--- src/rtl/cntr_timer.sv ---
// cntr_timer: wishbone timer with prescaled 32-bit counter, compare match, overflow and input capture
module cntr_timer #(
    parameter int PRESCALE_W = 8
) (
    input  logic        clk,
    input  logic        rst,
    input  logic        wb_stb_i,
    input  logic        wb_cyc_i,
    input  logic        wb_we_i,
    input  logic [3:0]  wb_adr_i,
    input  logic [31:0] wb_dat_i,
    output logic [31:0] wb_dat_o,
    output logic        wb_ack_o,
    input  logic        capture_i,
    output logic        irq_o
);
    logic [31:0] count, compare, capture, count_inc, rdata;
    logic [PRESCALE_W-1:0] prescale, tick;
    logic en, irq_en, match, ovf, cap, cap_prev;
    logic access, wr, wr_cnt, wr_cmp, wr_ctrl, wr_stat, wr_pre, inc, bump, cap_edge;

    assign access    = wb_stb_i & wb_cyc_i & ~wb_ack_o;
    assign wr        = access & wb_we_i;
    assign wr_cnt    = wr & (wb_adr_i == 4'd0);
    assign wr_cmp    = wr & (wb_adr_i == 4'd1);
    assign wr_ctrl   = wr & (wb_adr_i == 4'd2);
    assign wr_stat   = wr & (wb_adr_i == 4'd3);
    assign wr_pre    = wr & (wb_adr_i == 4'd4);
    assign inc       = en & (tick == prescale);
    // a COUNT write on the same edge suppresses the increment and its flags
    assign bump      = inc & ~wr_cnt;
    assign count_inc = count + 32'd1;
    assign cap_edge  = capture_i & ~cap_prev;
    assign irq_o     = match & irq_en;

    always_comb begin
        rdata = wb_adr_i == 4'd0 ? count :
                wb_adr_i == 4'd1 ? compare :
                wb_adr_i == 4'd2 ? {30'd0, irq_en, en} :
                wb_adr_i == 4'd3 ? {29'd0, cap, ovf, match} :
                wb_adr_i == 4'd4 ? {{(32-PRESCALE_W){1'b0}}, prescale} :
                wb_adr_i == 4'd5 ? capture : 32'd0;
    end

    always_ff @(posedge clk) begin
        if (rst) begin
            wb_ack_o <= 1'b0;
            wb_dat_o <= '0;
            count    <= '0;
            compare  <= '0;
            capture  <= '0;
            prescale <= '0;
            tick     <= '0;
            en       <= 1'b0;
            irq_en   <= 1'b0;
            match    <= 1'b0;
            ovf      <= 1'b0;
            cap      <= 1'b0;
            cap_prev <= 1'b0;
        end else begin
            wb_ack_o <= access;
            wb_dat_o <= (access & ~wb_we_i) ? rdata : 32'd0;
            cap_prev <= capture_i;
            tick     <= wr_cnt ? '0 : !en ? tick : inc ? '0 : tick + 1'b1;
            count    <= wr_cnt ? wb_dat_i : inc ? count_inc : count;
            if (wr_cmp) compare <= wb_dat_i;
            if (wr_ctrl) {irq_en, en} <= wb_dat_i[1:0];
            if (wr_pre) prescale <= wb_dat_i[PRESCALE_W-1:0];
            if (cap_edge) capture <= count;
            // flag sets take priority over same-edge write-one-to-clear
            match <= (match & ~(wr_stat & wb_dat_i[0])) | (bump & (count_inc == compare));
            ovf   <= (ovf & ~(wr_stat & wb_dat_i[1])) | (bump & (&count));
            cap   <= (cap & ~(wr_stat & wb_dat_i[2])) | cap_edge;
        end
    end
endmodule

--- config.mk ---
export PLATFORM = sky130hd
export DESIGN_NAME = cntr_timer
export DESIGN_NICKNAME = d
export VERILOG_FILES = /design/src/rtl/cntr_timer.sv
export SDC_FILE = /design/constraint.sdc
export NUM_CORES = 1
export LEC_CHECK = 0
export CAP_MARGIN = 40
export CELL_PAD_IN_SITES_DETAIL_PLACEMENT = 1
export CELL_PAD_IN_SITES_GLOBAL_PLACEMENT = 1
export CORE_UTILIZATION = 30
export CTS_CLUSTER_DIAMETER = 30
export DETAILED_ROUTE_END_ITERATION = 8
export PLACE_DENSITY = 0.63
export SKIP_LAST_GASP = 1
export SLEW_MARGIN = 20
export SYNTH_ARGS = -nofsm -noshare
export SYNTH_HDL_FRONTEND = slang
export SYNTH_SLANG_ARGS = --single-unit
--- constraint.sdc ---
create_clock -name clk -period 3.25 [get_ports clk]
set_input_delay 0.4875 -clock clk [delete_from_list [all_inputs] [get_ports clk]]
set_output_delay 0.4875 -clock clk [all_outputs]
set_load 0.02 [all_outputs]
# Word level (Yosys, flattened, before mapping)
# Cells that the tools add are included.
# classes
mux	9
bitwise_logic	32
addsub	2
reduce_logical	5
eq_ne	7
# op_table
operator	count
$mux W32	8
$add A32 B1 Y32 const B	1
$eq A32 B32 Y1	1
$reduce_and A32 Y1	1
$and A1 B1 Y1	21
$add A8 B1 Y8 const B	1
$eq A4 B2 Y1 const B	2
$eq A4 B3 Y1 const B	2
$eq A8 B8 Y1	1
$mux W8	1
$not A1 Y1	8
$eq A4 B1 Y1 const B	1
$logic_not A4 Y1	1
$reduce_or A2 Y1	2
$or A1 B1 Y1	3
$reduce_bool A2 Y1	1
# word_totals
reg_bits	151
inputBits	42

# Depth between registers and ports, before layout
# Gate-level depths: netlist (run 1).
# logic_depth
ltp_word	8
depth_mapped	9

# Least setup slack after synthesis (run 1)
# OpenSTA, ideal clock, no wires.
# synth_timing
path_kind	flip-flop to flip-flop
from	register count[1]
to	register match
period_less_slack_ns	2.249
required_time_ns	3.163
setup_slack_ns	1.001
setup_ns	0.087
t_arrival_ns	2.162
path_stages_with_launch	9
path_cell_list	dfxtp_1 ha_1 nand3_2 nor4_1 nand3_1 mux2i_1 a2111oi_2 nand4_1 o31ai_1
# synth_between
elab_chain_cells	4
# synth_rtl
item	line	source
start: declaration	17	logic [31:0] count, compare, capture, count_inc, rdata;
start signal: assignment	65	count <= wr_cnt ? wb_dat_i : inc ? count_inc : count;
$add A32 B1 Y32	32	assign count_inc = count + 32'd1;
$eq A32 B32 Y1	71	match <= (match & ~(wr_stat & wb_dat_i[0])) | (bump & (count_inc == compare));
$and A1 B1 Y1	71	
$or A1 B1 Y1	71	
end signal: assignment	71	
end: declaration	19	logic en, irq_en, match, ovf, cap, cap_prev;
# No other way between the ends.
# A chain may end at the register's enable or synchronous reset.

# Final worst setup path (run 1)
# layout_timing
from	register count[9]
to	register match
# Same word-level chain as after synthesis.

==> results of run 1 <==
[power by group through the flow]
stage / Combinational (uW) / Clock [uW] / Sequential, uW
after detailed placement: 188 / 0 / 1910
after CTS: 190 / 2050 / 1870
after global routing: 204 / 2120 / 1870
final: 189 / 1990 / 1870
after floorplan: 88.0 / 0 / 1900
after global placement: 189 / 0 / 1910
[cells in the mapped netlist, types with 8 or more instances]
library cell,instances
nand2_1,158
dfxtp_1,151
nor2_1,98
a21oi_1,83
clkbuf_1,61
xnor2_1,46
xor2_1,34
a222oi_1,30
a211oi_1,27
o21ai_0,19
nand4_1,18
and4_1,14
mux2i_1,14
nand3_1,14
buf_2,11
nand2b_1,10
and3_1,9
nor3_1,9
or3_1,9
a311oi_1,8
buf_4,8
[worst min-delay path by stage]
stage                             start                  endpoint  slack (ns)
2_1_floorplan  capture[27]$_SDFFE_PP0P_  capture[27]$_SDFFE_PP0P_        0.44
5_1_grt        capture[22]$_SDFFE_PP0P_  capture[22]$_SDFFE_PP0P_        0.47
3_5_place_dp   capture[10]$_SDFFE_PP0P_  capture[10]$_SDFFE_PP0P_        0.45
6_report            wb_ack_o$_SDFF_PP0_       wb_ack_o$_SDFF_PP0_        0.46
4_1_cts        capture[10]$_SDFFE_PP0P_  capture[10]$_SDFFE_PP0P_        0.46
3_3_place_gp    capture[8]$_SDFFE_PP0P_   capture[8]$_SDFFE_PP0P_        0.44
[metrics by stage]
| stage | instance area, um2 | instances | hold slack, ns |
|---|---|---|---|
| after detailed placement | 8230 | 1223 | 0.447 |
| after floorplan | 7290 | 892 | 0.436 |
| after CTS | 8810 | 1253 | 0.456 |
| after global routing | 8810 | 1253 | 0.469 |
| after global placement | 8230 | 1223 | 0.441 |
| final | 8810 | 1253 | 0.455 |
[critical path: stages (launching register included)]
cell and delay, ns:
dfxtp_1 0.61, nand3_2 0.23, or3_1 0.62, nor4_4 0.35, nor3b_1 0.13, a2111oi_2 0.38
nand4_1 0.14, o31ai_1 0.26
[sequential cells by signal, summed over array words and instances, names as in the netlist, 8 cells and up]
signal	cells
prescale	8
count	32
wb_dat_o	32
capture	32
tick	8
compare	32
[final cells by class]
cell class	count	area (um2)	area share
Tap cell	319	399	0.0453
Inverter	5	18.8	0.00213
Sequential cell	151	3020	0.343
Multi-Input combinational cell	653	3890	0.442
Clock inverter	8	97.6	0.0111
Clock buffer	22	484	0.0549
Timing Repair Buffer	95	898	0.102
[cells in the final DEF (no fill, tap or decap), types with 3 or more instances in the layout]
master,synthesis,final
a21oi_1,83,83
nor4_1,5,4
dfxtp_1,151,151
nand4_1,18,18
clkdlybuf4s50_1,0,74
clkinvlp_4,0,3
buf_4,8,21
nand2_1,158,157
nor3_1,9,9
and2_1,4,4
a222oi_1,30,30
mux2i_1,14,14
nand3_1,14,14
inv_1,5,5
or3_1,9,9
xor2_1,34,34
clkbuf_8,0,4
and4_1,14,14
clkbuf_16,0,17
clkinv_2,0,3
xnor2_1,46,46
o21ai_0,19,19
nor2_1,98,98
nor2b_1,5,4
a311oi_1,8,8
nand2b_1,10,10
and3_1,9,9
a211oi_1,27,27
[cells by family after synthesis]
family / synth area share
multiplexers: 0.0208
adder cells (fa/ha/maj): 0.00343
AND/OR/NAND/NOR: 0.243
flip-flops: 0.414
XOR/XNOR: 0.0961
buffers and inverters: 0.0535
AO/OA/AOI/OAI: 0.168
[per-layer routing]
layer  routed length [um]  global-route usage  vias to the layer above
li1                     -                   -                     3184
met1                11400               0.266                     3268
met4                  182              0.0522                        0
met2                10900               0.313                      125
met5                    0                   0                        -
met3                  884              0.0337                       12
==> reports/qor.yml, run 1 <==
pwr:
  p_int_uw: 3130
  net-switching-power_uw: 918
  powerDensity_mw_per_mm2: 459
  switching_share: 0.227
  p_leak_uw: 0.00289
  seqPwrFrac: 0.462
  combPwrFrac: 0.047
  ir_drop_v: 0.000287
  power.total_uw: 4050
  clockPowerShare: 0.491
layout:
  insertedDiodeCount: 0
  layout-drive-gt1-share: 0.0675
  utilization: 0.372
  layout.nets: 967
  area_delta_synth_final_pct: 20.8
  fillCellCount: 2844
yosys:
  netlist_area_mm2: 0.00729
  synth-async-reset-ratio: 0
  synth-seq-cells: 151
  synth_cell_types: 56
  yosysSeqAreaShare: 0.414
  yosys_warnings: 0
  synth_top_cell_area_share: 0.414
  synth_nets: 936
  syn_inst: 892
  synth_ff_type: "dfxtp_1"
  synth_top_cell_by_area: "dfxtp_1"
  synth_edf_count: 0
  synthTopCellsByArea: "dfxtp_1, nand2_1, a21oi_1"
  synth_area_per_cell_um2: 8.18
clocking:
  cts_made_buffers: 17
  cts_root_buf: "clkbuf_16"
  cts.path.max_buffers: 2
  cts.repair.resized: 0
  h-tree-depth: 4
  clkTransAtPathRegs_ns: 0.06
  clkSinkCount: 151
  post-cts-setup-buffers: 0
  cts_tree: "done"
  clk_latency_ns: 0.43
  hold_buffers: 0
sta:
  skew_ns: 0.0100
  setup_tns_ns: 0
  slew_viol_final: 0
  slew_headroom: 0.533
  worst_slack_ns: 0.433
  rsz0062_at_grt: "no"
  fin_crit_ns: 2.82
  final_hold_viol_count: 0
  worst_pin_slew_ns: 0.700
  setup_viol: 0
  fmax_mhz: 355
  period_share: 0.867
placed_design:
  dp_hpwl_mm: 15.6
  post-place-ws_ns: 0.461
  gp_congestion: 0.824
  io_buffer_count: 75
detailed_routing:
  routed_wl_mm: 23.3
  dr.pass1.iters: 6
  first_iter_violations: 502
  drc: 0
  drtAntennaViolNets: 0
  routedWlPerCell_um: 18.6
  viasPerCell: 5.26
  vias: 6589
worst_setup_path:
  required_ns: 3.59
  cp.arrival_ns: 3.15
  r2r-start: "count[9]$_SDFFE_PP0P_"
  worst_r2r_endpoint: "match$_SDFF_PP0_"
  crit_type: "flop to flop"
  worstSetupStartpointType: "flop"
  r2r_cells: 7
  cp-startpoint: "count[9]$_SDFFE_PP0P_"
  cp_max_fo: 11
  rrSetupSlack_ns: 0.43
  endpoint: "match$_SDFF_PP0_"
  end_kind: "flop"
die:
  dieArea_mm2: 0.0249
  pin_count: 76
  fp.dieH_um: 158
  core_area_mm2: 0.0237
  start_util: 0.308
  num_rows: 56
  die_w_um: 158
grt:
  grt_pass1_wl_mm: 37.1
  grt_overflow: 0
  gr-usage-all-layers: 0.194
  grt_max_degree: 66
  grt_pass1_vias: 6670
  antenna_found_initial: 0
outcome:
  status: "finished clean"
run:
  cap_violations: 0
hold_path:
  whs_path_depth: 1
  hold_path.class: "flop to flop"
No activity file was read; power rests on OpenSTA's default activity.
==> run 2, diff against run 1 <==
--- a/config.mk
+++ b/config.mk
@@ -11,6 +11,7 @@
 export CORE_UTILIZATION = 30
 export CTS_CLUSTER_DIAMETER = 30
 export DETAILED_ROUTE_END_ITERATION = 8
+export MAX_ROUTING_LAYER = met4
 export PLACE_DENSITY = 0.63
 export SKIP_LAST_GASP = 1
 export SLEW_MARGIN = 20
==> run 2 against run 1 <==
Effect of this change: non-clock buffer count is the same; design area is the same; critical path depth stayed put; via count decreased by 0.12%; global-route usage grew 0.55 points; clock power about the same; register-to-register slack hardly changed; routed wire length is 0.14% higher; combinational power is essentially flat; sequential cell count is the same.
==> reports/qor.yml, run 2 (synthesis gave the netlist of run 1 again) <==
outcome:
  status: "finished clean"
sta:
  fin_crit_ns: 2.82  # +0.00616 ns
  setup_viol: 0  # unchanged
  fmax_mhz: 354  # -0.22%
  rsz0062_at_grt: "no"
  setup_tns_ns: 0  # unchanged
  period_share: 0.869  # +0.00189
  worst_pin_slew_ns: 0.707  # +0.00653 ns
  slew_viol_final: 0  # unchanged
  slew_headroom: 0.529  # -0.00435
  skew_ns: 0.0114  # +0.00137 ns
  final_hold_viol_count: 0  # unchanged
hold_path:
  hold_path.class: "flop to flop"
  hp-start: "wb_ack_o$_SDFF_PP0_"
  min_to: "wb_ack_o$_SDFF_PP0_"
  whs_path_depth: 1  # unchanged
pwr:
  combPwrFrac: 0.047  # about the same
  seqPwrFrac: 0.461  # about the same
  p_int_uw: 3130  # about the same
  ir_drop_v: 0.000289  # +1.0%
  powerDensity_mw_per_mm2: 460  # +0.14%
  net-switching-power_uw: 923  # +0.62%
  p_leak_uw: 0.00289  # unchanged
  switching_share: 0.228  # +0.00109
  clockPowerShare: 0.492  # about the same
worst_setup_path:
  rrSetupSlack_ns: 0.43  # about the same
  crit_buf_inv: 0  # unchanged
  r2r_cells: 7  # unchanged
  r2r-start: "count[9]$_SDFFE_PP0P_"
  cp_slowest_cell: "or3_1"
  worstSetupStartpointType: "flop"
  required_ns: 3.59  # about the same
  crit_type: "flop to flop"
  critical-path-max-stage-delay_ns: 0.62  # about the same
  end_kind: "flop"
  cp.arrival_ns: 3.16  # about the same
  cp_max_fo: 11  # unchanged
  crit_chain: "nand3_2 -> or3_1 -> nor4_4 -> nor3b_1 -> a2111oi_2 -> nand4_1 -> o31ai_1"
  worst_r2r_endpoint: "match$_SDFF_PP0_"
  critical-path-top-delay-family: "simple AND/OR/NAND/NOR gates"
placed_design:
  dp_hpwl_mm: 15.6  # unchanged
  io_buffer_count: 75  # unchanged
  place_area_mm2: 0.00823  # unchanged
  placed_cells: 1223  # unchanged
  gp_congestion: 0.837  # +1.5%
grt:
  grt_pass1_vias: 6673  # +0.045%
  grt_overflow: 0  # unchanged
  grt.met1_usage: 0.265  # -0.000506
  gr-usage-all-layers: 0.200  # +0.00549
  antenna_found_initial: 0  # unchanged
  top_usage_layer: "met2"
  use_met3: 0.0328  # -0.000821
  grt_max_degree: 66  # unchanged
  grtUsageMet2: 0.313  # +0.000629
  grt_pass1_wl_mm: 37.1  # about the same
die:
  pin_count: 76  # unchanged
  dieArea_mm2: 0.0249  # unchanged
  core_area_mm2: 0.0237  # unchanged
  die_w_um: 158  # unchanged
  num_rows: 56  # unchanged
  fp.dieH_um: 158  # unchanged
  start_util: 0.308  # unchanged
clocking:
  cts_tree: "done"
  cts_root_buf: "clkbuf_16"
  cts_made_buffers: 17  # unchanged
  clkTransAtPathRegs_ns: 0.06  # about the same
  clkSinkCount: 151  # unchanged
  cts.repair.resized: 0  # unchanged
  clk_latency_ns: 0.43  # about the same
  h-tree-depth: 4  # unchanged
  hold_buffers: 0  # unchanged
  cts.path.max_buffers: 2  # unchanged
  post-cts-setup-buffers: 0  # unchanged
layout:
  layout_common_cells: "nand2_1, dfxtp_1, nor2_1"
  area_delta_synth_final_pct: 20.8  # unchanged
  final_cells: 1253  # unchanged
  layout.nets: 967  # unchanged
  utilization: 0.372  # unchanged
  insertedDiodeCount: 0  # unchanged
  fillCellCount: 2844  # unchanged
  layout-drive-gt1-share: 0.0675  # unchanged
  post-route-cell-area_mm2: 0.00881  # unchanged
  final_common_cell: "nand2_1"
detailed_routing:
  vias: 6581  # -0.12%
  routed_wl_mm: 23.4  # +0.14%
  routedWlPerCell_um: 18.7  # +0.14%
  drtAntennaViolNets: 0  # unchanged
  viasPerCell: 5.25  # -0.12%
  first_iter_violations: 490  # -2.4%
  drc: 0  # unchanged
  dr.pass1.iters: 8  # +2
run:
  cap_violations: 0  # unchanged
[run 2: metrics by stage]
step | setup slack (ns) | hold WS (ns) | total power (uW)
after floorplan | 1.00 | 0.436 | 1990
after CTS | 0.447 | 0.456 | 4110
after detailed placement | 0.461 | 0.447 | 2100
after global placement | 0.474 | 0.441 | 2100
final | 0.427 | 0.455 | 4060
after global routing | 0.198 | 0.469 | 4190
[run 2: worst max-delay path by stage]
| stage | startpoint | end | cells after the start |
|---|---|---|---|
| after floorplan | count[1]$_SDFFE_PP0P_ | match$_SDFF_PP0_ | 8 |
| after global placement | count[0]$_SDFFE_PP0P_ | match$_SDFF_PP0_ | 8 |
| after detailed placement | count[0]$_SDFFE_PP0P_ | match$_SDFF_PP0_ | 8 |
| after CTS | count[0]$_SDFFE_PP0P_ | match$_SDFF_PP0_ | 8 |
| after global routing | count[0]$_SDFFE_PP0P_ | match$_SDFF_PP0_ | 8 |
| final | count[9]$_SDFFE_PP0P_ | match$_SDFF_PP0_ | 7 |
[run 2: final cells by class]
type / instances / area, um2 / area share
multi-input cells: 653 / 3890 / 0.442
flip-flops and latches: 151 / 3020 / 0.343
repair buffers: 95 / 898 / 0.102
clock buffers: 22 / 484 / 0.0549
well taps: 319 / 399 / 0.0453
clock inverters: 8 / 97.6 / 0.0111
inverters: 5 / 18.8 / 0.00213
[run 2: per-layer routing]
layer  vias to the layer above  share of wire
li1                       3190              -
met1                      3247           0.49
met2                       128           0.46
met3                        16          0.036
met4                         0         0.0093
met5                         -              0
[run 2: power groups by stage]
stage / Combinational, uW / Sequential, uW / Clock (uW)
global placement: 189 / 1910 / 0
detailed placement: 188 / 1910 / 0
CTS: 190 / 1870 / 2050
global route: 204 / 1870 / 2120
floorplan: 88.0 / 1900 / 0
finish: 189 / 1870 / 1990
[run 2: worst register-to-register path, cell delays in order (launching register included)]
cell	delay (ns)
dfxtp_1	0.61
nand3_2	0.23
or3_1	0.62
nor4_4	0.36
nor3b_1	0.13
a2111oi_2	0.38
nand4_1	0.14
o31ai_1	0.26
